**src/rtl/audio_frame_capture.sv**
```systemverilog
// EOC-strobed ADC capture into a ring buffer, assembling hop-spaced frames
// for a downstream engine with start/done handshake and overrun reporting.
module audio_frame_capture #(
   parameter int DATA_WIDTH   = 8,
   parameter int FRAME_SIZE   = 64,
   parameter int HOP_SIZE     = 64,
   parameter int RESULT_WIDTH = 8
) (
   input  logic                             clk,
   input  logic                             reset,
   input  logic [DATA_WIDTH-1:0]            din,
   input  logic                             eoc,
   output logic [FRAME_SIZE*DATA_WIDTH-1:0] frame_data,
   output logic                             proc_start,
   input  logic                             proc_done,
   input  logic [RESULT_WIDTH-1:0]          proc_result,
   output logic [RESULT_WIDTH-1:0]          result,
   output logic                             result_valid,
   output logic                             busy,
   output logic                             overrun
);

   localparam int DEPTH = 2 * FRAME_SIZE;
   localparam int AW    = $clog2(DEPTH);
   localparam int CW    = $clog2(FRAME_SIZE + 1);

   typedef enum logic [1:0] {
      IDLE,
      COPY,
      START,
      WAIT_DONE
   } state_t;

   state_t state, state_nxt;

   logic                  eoc_s1, eoc_s2, eoc_d;
   logic                  wr_en;
   logic [AW-1:0]         wr_ptr, wr_ptr_nxt;
   logic [CW-1:0]         fill_cnt, fill_inc;
   logic [CW-1:0]         hop_cnt, hop_inc;
   logic                  trigger;
   logic [AW:0]           wp_ext, base_ext;
   logic [AW-1:0]         base_calc, base_q;
   logic [CW-1:0]         idx;
   logic [AW:0]           rd_sum;
   logic [AW-1:0]         rd_addr;
   logic [DATA_WIDTH-1:0] rd_data;
   logic [DATA_WIDTH-1:0] ring [DEPTH];

   assign wr_en = eoc_s2 & ~eoc_d;

   always_ff @(posedge clk or negedge reset) begin
      if (!reset) begin
         eoc_s1 <= 1'b0;
         eoc_s2 <= 1'b0;
         eoc_d  <= 1'b0;
      end else begin
         eoc_s1 <= eoc;
         eoc_s2 <= eoc_s1;
         eoc_d  <= eoc_s2;
      end
   end

   // Ring storage: independent write port and registered read port
   always_ff @(posedge clk) begin
      if (wr_en)
         ring[wr_ptr] <= din;
      rd_data <= ring[rd_addr];
   end

   always_comb begin
      wr_ptr_nxt = wr_ptr + 1'b1;
      if (wr_ptr == AW'(DEPTH - 1))
         wr_ptr_nxt = '0;
      fill_inc = fill_cnt + 1'b1;
      if (fill_cnt == CW'(FRAME_SIZE))
         fill_inc = fill_cnt;
      hop_inc = hop_cnt + 1'b1;
      if (hop_cnt == CW'(HOP_SIZE))
         hop_inc = hop_cnt;
   end

   assign trigger = wr_en
                  && (fill_inc == CW'(FRAME_SIZE))
                  && (hop_inc == CW'(HOP_SIZE));

   // Oldest sample of the frame ending with the triggering write
   assign wp_ext = {1'b0, wr_ptr_nxt};

   always_comb begin
      base_ext = wp_ext + (AW + 1)'(DEPTH - FRAME_SIZE);
      if (wp_ext >= (AW + 1)'(FRAME_SIZE))
         base_ext = wp_ext - (AW + 1)'(FRAME_SIZE);
   end

   assign base_calc = base_ext[AW-1:0];

   always_comb begin
      rd_sum = {1'b0, base_q} + (AW + 1)'(idx);
      if (rd_sum >= (AW + 1)'(DEPTH))
         rd_sum = rd_sum - (AW + 1)'(DEPTH);
   end

   assign rd_addr = rd_sum[AW-1:0];

   always_ff @(posedge clk or negedge reset) begin
      if (!reset) begin
         wr_ptr   <= '0;
         fill_cnt <= '0;
         hop_cnt  <= '0;
         overrun  <= 1'b0;
      end else if (wr_en) begin
         wr_ptr   <= wr_ptr_nxt;
         fill_cnt <= fill_inc;
         hop_cnt  <= trigger ? '0 : hop_inc;
         if (trigger && state != IDLE)
            overrun <= 1'b1;
      end
   end

   always_ff @(posedge clk or negedge reset) begin
      if (!reset)
         state <= IDLE;
      else
         state <= state_nxt;
   end

   always_comb begin
      state_nxt = state;
      unique case (state)
         IDLE: begin
            if (trigger)
               state_nxt = COPY;
         end
         COPY: begin
            if (idx == CW'(FRAME_SIZE))
               state_nxt = START;
         end
         START: begin
            state_nxt = WAIT_DONE;
         end
         WAIT_DONE: begin
            if (proc_done)
               state_nxt = IDLE;
         end
         default: state_nxt = IDLE;
      endcase
   end

   assign busy = (state != IDLE);

   // Read issued at idx lands one cycle later in slot idx-1
   always_ff @(posedge clk or negedge reset) begin
      if (!reset) begin
         base_q       <= '0;
         idx          <= '0;
         frame_data   <= '0;
         proc_start   <= 1'b0;
         result       <= '0;
         result_valid <= 1'b0;
      end else begin
         proc_start   <= (state == START);
         result_valid <= 1'b0;
         if (state == IDLE && trigger) begin
            base_q <= base_calc;
            idx    <= '0;
         end
         if (state == COPY) begin
            idx <= idx + 1'b1;
            if (idx != '0)
               frame_data[(int'(idx) - 1) * DATA_WIDTH +: DATA_WIDTH] <= rd_data;
         end
         if (state == WAIT_DONE && proc_done) begin
            result       <= proc_result;
            result_valid <= 1'b1;
         end
      end
   end

endmodule

```
**config.mk**
```make
export PLATFORM = sky130hd
export DESIGN_NAME = audio_frame_capture
export DESIGN_NICKNAME = d
export VERILOG_FILES = /design/src/rtl/audio_frame_capture.sv
export SDC_FILE = /design/constraint.sdc
export NUM_CORES = 2
export LEC_CHECK = 0
export CAP_MARGIN = 20
export CORE_MARGIN = 1
export CORE_UTILIZATION = 50
export CTS_BUF_LIST = sky130_fd_sc_hd__clkbuf_8
export DETAILED_ROUTE_END_ITERATION = 8
export GPL_TIMING_DRIVEN = 0
export HOLD_SLACK_MARGIN = 0.12
export PLACE_DENSITY = 0.71
export SYNTH_ARGS = -nofsm -noshare
export SYNTH_HDL_FRONTEND = slang
export SYNTH_SLANG_ARGS = --single-unit
```
**constraint.sdc**
```tcl
create_clock -name clk -period 5.8 [get_ports clk]
set_input_delay 0.58 -clock clk [delete_from_list [all_inputs] [get_ports clk]]
set_output_delay 0.58 -clock clk [all_outputs]
set_load 0.01 [all_outputs]
```
Word-level counts from Yosys, hierarchy flattened
Memory sizes are Yosys's and may differ from the RTL's. A register that Yosys moved wholly into a read port is not among the register bits.
Cells that the tools add are included.
{ "word_totals": {"reg_bits": 563, "mem_bits_rw": 1024, "n_memories": 1, "output_inout_bits": 524, "word_cells": 71} }
{ "memory_table": {"columns": ["memory", "words", "word_bits", "read_ports", "rd_ports_with_merged_regs", "wr", "line", "text"], "rows": [
  ["ring", 128, 8, 1, 1, 1, "48", "logic [DATA_WIDTH-1:0] ring [DEPTH];"]
]} }
{ "classes": {"shifts": 2, "eq_ne": 12, "addsub": 10, "n_lt_le_gt_ge": 2, "bitwise_logic": 2, "reduce_logical": 12, "n_mux": 16} }
{ "op_table": {"columns": ["cell", "n"], "rows": [
  ["$bwmux W512", 1],
  ["$shift A8 B33 Y512 const A", 1],
  ["$shiftx A8 B33 Y512", 1],
  ["$mux W7", 8],
  ["$eq A7 B7 Y1 const B", 6],
  ["$neg A11 Y33", 1],
  ["$add A7 B1 Y7 const B", 4],
  ["$add A7 B7 Y8", 1],
  ["$ge A8 B8 Y1 const B", 1],
  ["$pmux W2 S4", 1],
  ["$sub A7 B1 Y8 const B", 1],
  ["$add A7 B7 Y7 const B", 1],
  ["$ge A7 B7 Y1 const B", 1],
  ["$reduce_bool A7 Y1", 1],
  ["$sub A7 B1 Y7 const B", 1],
  ["$sub A7 B7 Y7 const B", 1],
  ["$mux W2", 3],
  ["$ne A2 B2 Y1 const B", 3],
  ["$logic_and A1 B1 Y1", 5],
  ["$eq A2 B2 Y1 const B", 2],
  ["$reduce_and A2 Y1", 2],
  ["$reduce_bool A2 Y1", 2],
  ["$mux W1", 3],
  ["$reduce_and A3 Y1", 1],
  ["4 further kinds", 4]
]} }

Logic depth before layout (Yosys ltp)
{ "logic_depth": {"ltp_word": 8, "mapped_depth": 19} }

Worst setup path after synthesis
OpenSTA, ideal clock, no wires.
{ "synth_path": {"path_kind": "register to register", "from": "register idx[1]", "to": "register frame_data[166]", "stages_incl_launch_ff": 18, "t_arrival_ns": 4.634, "required_time_ns": 5.667, "path_buffers": 3, "period_less_slack_ns": 4.767, "setup_time_ns": 0.133, "setup_slack_ns": 1.033, "path_cell_list": "dfrtp_1 clkbuf_1 inv_1 ha_1 buf_2 or3b_1 or4_1 nand2_1 nand2_1 ha_1 nor4bb_1 and4_1 o2111ai_1 a2111oi_1 nand4_1 clkbuf_1 nand2_1 o21ai_0"} }
{ "synth_between": {"elab_chain_len": 4, "elab_cells_between_ends": 7} }
{ "synth_rtl": {"columns": ["item", "line", "text"], "rows": [
  ["from (decl)", "44", "logic [CW-1:0] idx;"],
  ["from (signal assigned)", "169", "idx <= idx + 1'b1;"],
  ["$sub A7 B1 Y8", "171", "frame_data[(int'(idx) - 1) * DATA_WIDTH +: DATA_WIDTH] <= rd_data;"],
  ["$neg A11 Y33", "171", null],
  ["$shiftx A8 B33 Y512 / $shift A8 B33 Y512 (equally long branches)", "171", null],
  ["$bwmux W512", "171", null],
  ["to (signal, indexed assignment)", "171", null],
  ["to (decl)", "13", "output logic [FRAME_SIZE*DATA_WIDTH-1:0] frame_data,"]
]} }
Several ways; a longest one is shown, not always the timed one.
A chain may end at the register's enable or synchronous reset.

Worst setup path after layout
{ "layout_path": {"from": "register idx[0]", "to": "register rd_data[3], read port of ring"} }
{ "layout_between": {"elab_chain_len": 3, "elab_cells_between_ends": 4} }
{ "layout_rtl": {"columns": ["item", "line", "text"], "rows": [
  ["$add A7 B7 Y8 (*)", "99", "rd_sum = {1'b0, base_q} + (AW + 1)'(idx);"],
  ["$sub A7 B1 Y7 / $ge A8 B8 Y1 (equally long branches)", "101, 100", null],
  ["$mux W7 (*)", "100", "if (rd_sum >= (AW + 1)'(DEPTH))"],
  ["to (decl)", "47", "logic [DATA_WIDTH-1:0] rd_data;"]
]} }
Mark *: on every way between the ends. The rest lies on a longest branch, timed or not.

==> out/qor.txt <==
Ports: 544
Crit path arrival time: 6570 ps
CP most frequent cell: clkbuf_1
first-pass GRT wire length: 268 mm
clock root buffer master: clkbuf_8
Max-cap violations: 0
critical path's slowest cell: buf_1
Pre-Repair DR Iteration Count: 8
Max clock buf depth: 4
Avg WL per Cell: 27.4 um
run status: finished with violations
initial antenna violation count: 4
Yosys top cell area share: 0.489
number of routed nets with antenna violations: 0
Setup crit end kind: flip-flop
final worst path period need: 5820 ps
drt total wl: 186 mm
total CTS buffers: 274
sw frac: 0.347
Async S/R FF share, synth: 0.353
Worst Max-Slew Pin Slew: 1160 ps
vias per cell: 6.00
CP delay by family, top: buffers and inverters
clk_lat worst skew: 1000 ps
Net Sw Power: 10.6 mW
die area: 127000 sq um
Synth area leaders: edfxtp_1 49%, dfrtp_1 22%, mux4_2 9.2%
critical path class: flip-flop to flip-flop
Max VDD drop: 0.316 mV
die width: 357 um
Internal: 20.0 mW
Slew headroom: 0.225
Fmax: 172 MHz
Core Box Area: 124000 sq um
CTS H-tree depth: 5
Post-Syn Area: 62900 sq um
Worst Path Max Fanout: 10
DP Worst Slack: -584 ps
synthesized area per cell: 15.4 sq um
Initial Utilization: 0.506
reg2reg start: idx[0]
Final Cycle Share: 1.00
RSZ-0062 raised after global routing: true
Fin. Hold Viols: 0
setup violators final: 1
1st-iter DRT viols: 4845
CP Launch Point: idx[0]
sequential power share: 0.406
clock transition at the registers of the reported paths: 60 ps
net count after synthesis: 4129
Die Ht: 357 um
Hold Crit Start: din[7]
Worst EP required: 6550 ps
Yosys reg bits: 1595
Buffers on Ports: 543
Placer Congestion: 1.02
fin. max-slew vios: 0
total number of vias: 40800
total power: 30.7 mW
gr ovfl total: 0
DR DRC count: 0
vias in the first global route: 39800
combinational cell fraction of total power: 0.292
largest net degree at the start of global routing: 128
layout cell share with drive strength beyond 1: 0.173
Final HPWL DP: 130 mm
CP bufs+invs: 5
violated checks: setup timing
warnings from Yosys: 0
num rows: 129
Final WS setup: -18.2 ps
critical path's largest stage delay: 680 ps
Worst setup SP type: flip-flop
Top FF cell, synth: edfxtp_1
leak pwr: 27.9 nW
area leader, netlist: edfxtp_1
Post-Route Setup TNS: -18.2 ps
hold crit path type: primary input to flip-flop
Cell Chain, Critical Path: ha_1, fa_1, clkbuf_1, buf_2, clkbuf_2, clkbuf_1, buf_1, mux4_2, nand2_1, nand3_1, a32oi_1, nand4_1
Syn Inst Count: 4082
part of the Yosys area used for sequential elements: 0.716
Total Routing Usage GR: 0.291
Yosys cell types: 78
Worst Skew: 74.0 ps
Post-synth EDFFs: 1024
Power Dens Cells: 402 nW/um^2
NumNets Final: 5036
Clock Power Share: 0.301
Area growth, synth to finish: 21.4%
CTS Sinks: 1595
CTS tree: yes
==> through the flow <==
stage	hold slack, ps	instance area [sq um]	utilization	instances
after floorplan	284	62900	-	4082
after global placement	341	70400	0.566	6262
after detailed placement	345	70800	0.569	6282
after CTS	127	75800	0.610	6735
after global routing	176	76300	0.614	6792
final	190	76300	0.614	6793
==> kinds of logic (layout without fill, tap and decap cells) <==
group                      count (synthesis)  in the layout  share of synthesized area
xor gates and xnor gates                  39             39                    0.00587
AOI/OAI and AO/OA                        693            693                     0.0627
buffers and inverters                    263           1334                     0.0165
adders and majority gates                 27             27                    0.00549
and+or+nand+nor                         1049           1049                     0.0737
DFF                                     1595           1595                      0.716
other                                      0              3                          0
muxes                                    416            416                      0.120
==> per-layer routing <==
metal / global-route usage / part of all wire / vias up
li1: - / - / 17300
met1: 0.361 / 0.36 / 20600
met2: 0.476 / 0.48 / 2347
met3: 0.0719 / 0.096 / 547
met4: 0.150 / 0.057 / 4
met5: 0 / 0.00015 / -
==> layout by cell type (no fill, tap or decap), types with 29 or more instances in the layout <==
master / n
a211oi_1: 41
a21oi_1: 38
and2_1: 29
and3_1: 29
buf_1: 32
buf_2: 32
buf_4: 69
clkbuf_1: 174
clkbuf_8: 302
clkdlybuf4s50_1: 534
clkinv_1: 31
dfrtp_1: 563
edfxtp_1: 1024
inv_1: 103
mux2_2: 142
mux4_2: 256
nand2_1: 564
nand3_1: 70
nand4_1: 57
nor2_1: 202
o21ai_0: 462
o21ai_1: 47
==> repair_timing <==
| action | in CTS | in global routing |
|---|---|---|
| hold buffers | 10 | 0 |
| hold endpoints to repair | 357 | 0 |
| pin swaps | 2 | 27 |
| setup buffers | 4 | 52 |
| resized for setup | 11 | 33 |
| endpoints found under the setup margin | 274 | 465 |
==> path summary, 6_finish.rpt <==
check | to | slack, ps | cells past startpoint
setup / recovery | rd_data[3] | -20 | 12
hold / removal | ring[123][7] | 190 | 1
setup reg to reg | rd_data[3] | -20 | 12
hold reg to reg | eoc_s2 | 380 | 0
max in group asynchronous | frame_data[250] | 2780 | 7
min in group asynchronous | wr_ptr[5] | 590 | 3
==> area by class of cell <==
class                   instances  area (sq um)
plain buffers                 244           977
clock inverters               138           629
inverters                      18          67.6
diodes                          3          7.51
flip-flops and latches       1595         45000
clock buffers                 302          4160
multi-input cells            2224         17000
fillers                      9335         48000
well taps                    1637          2050
repair buffers                632          6410
==> Yosys cell counts, drive strengths merged, types with 5 or more instances <==
cell     instances
inv             18
nand2          568
and3            29
mux4           256
buf             64
clkbuf         181
o22a             7
dfrtp          563
nand3           77
ha              26
nand4           57
xnor2           22
a32oi            7
and2            33
or2              8
edfxtp        1024
a31oi           16
mux2           144
nand2b          13
nor2b           20
a2111oi         10
o21ai          509
a31o             6
mux2i           16
nor3            15
a21oi           38
nor2           203
xor2            15
nor4             5
dfxtp            8
a211oi          41
or3              5
a311oi          28
==> flip-flops by register name, summed over array words and instances, names as in the netlist <==
signal,count
base_q,7
eoc_d,1
eoc_s1,1
eoc_s2,1
fill_cnt,7
frame_data,512
hop_cnt,7
idx,7
overrun,1
proc_start,1
rd_data,8
result,8
result_valid,1
ring,1024
state,2
wr_ptr,7
==> power by group through the flow <==
stage | Sequential [mW] | Combinational (mW) | Clock, mW
floorplan | 12.7 | 5.24 | 0
global placement | 12.7 | 8.52 | 0
detailed placement | 12.7 | 8.67 | 0
CTS | 12.5 | 8.74 | 9.32
global route | 12.5 | 9.40 | 9.84
finish | 12.5 | 8.96 | 9.25
(Power assumes the default switching activity.)
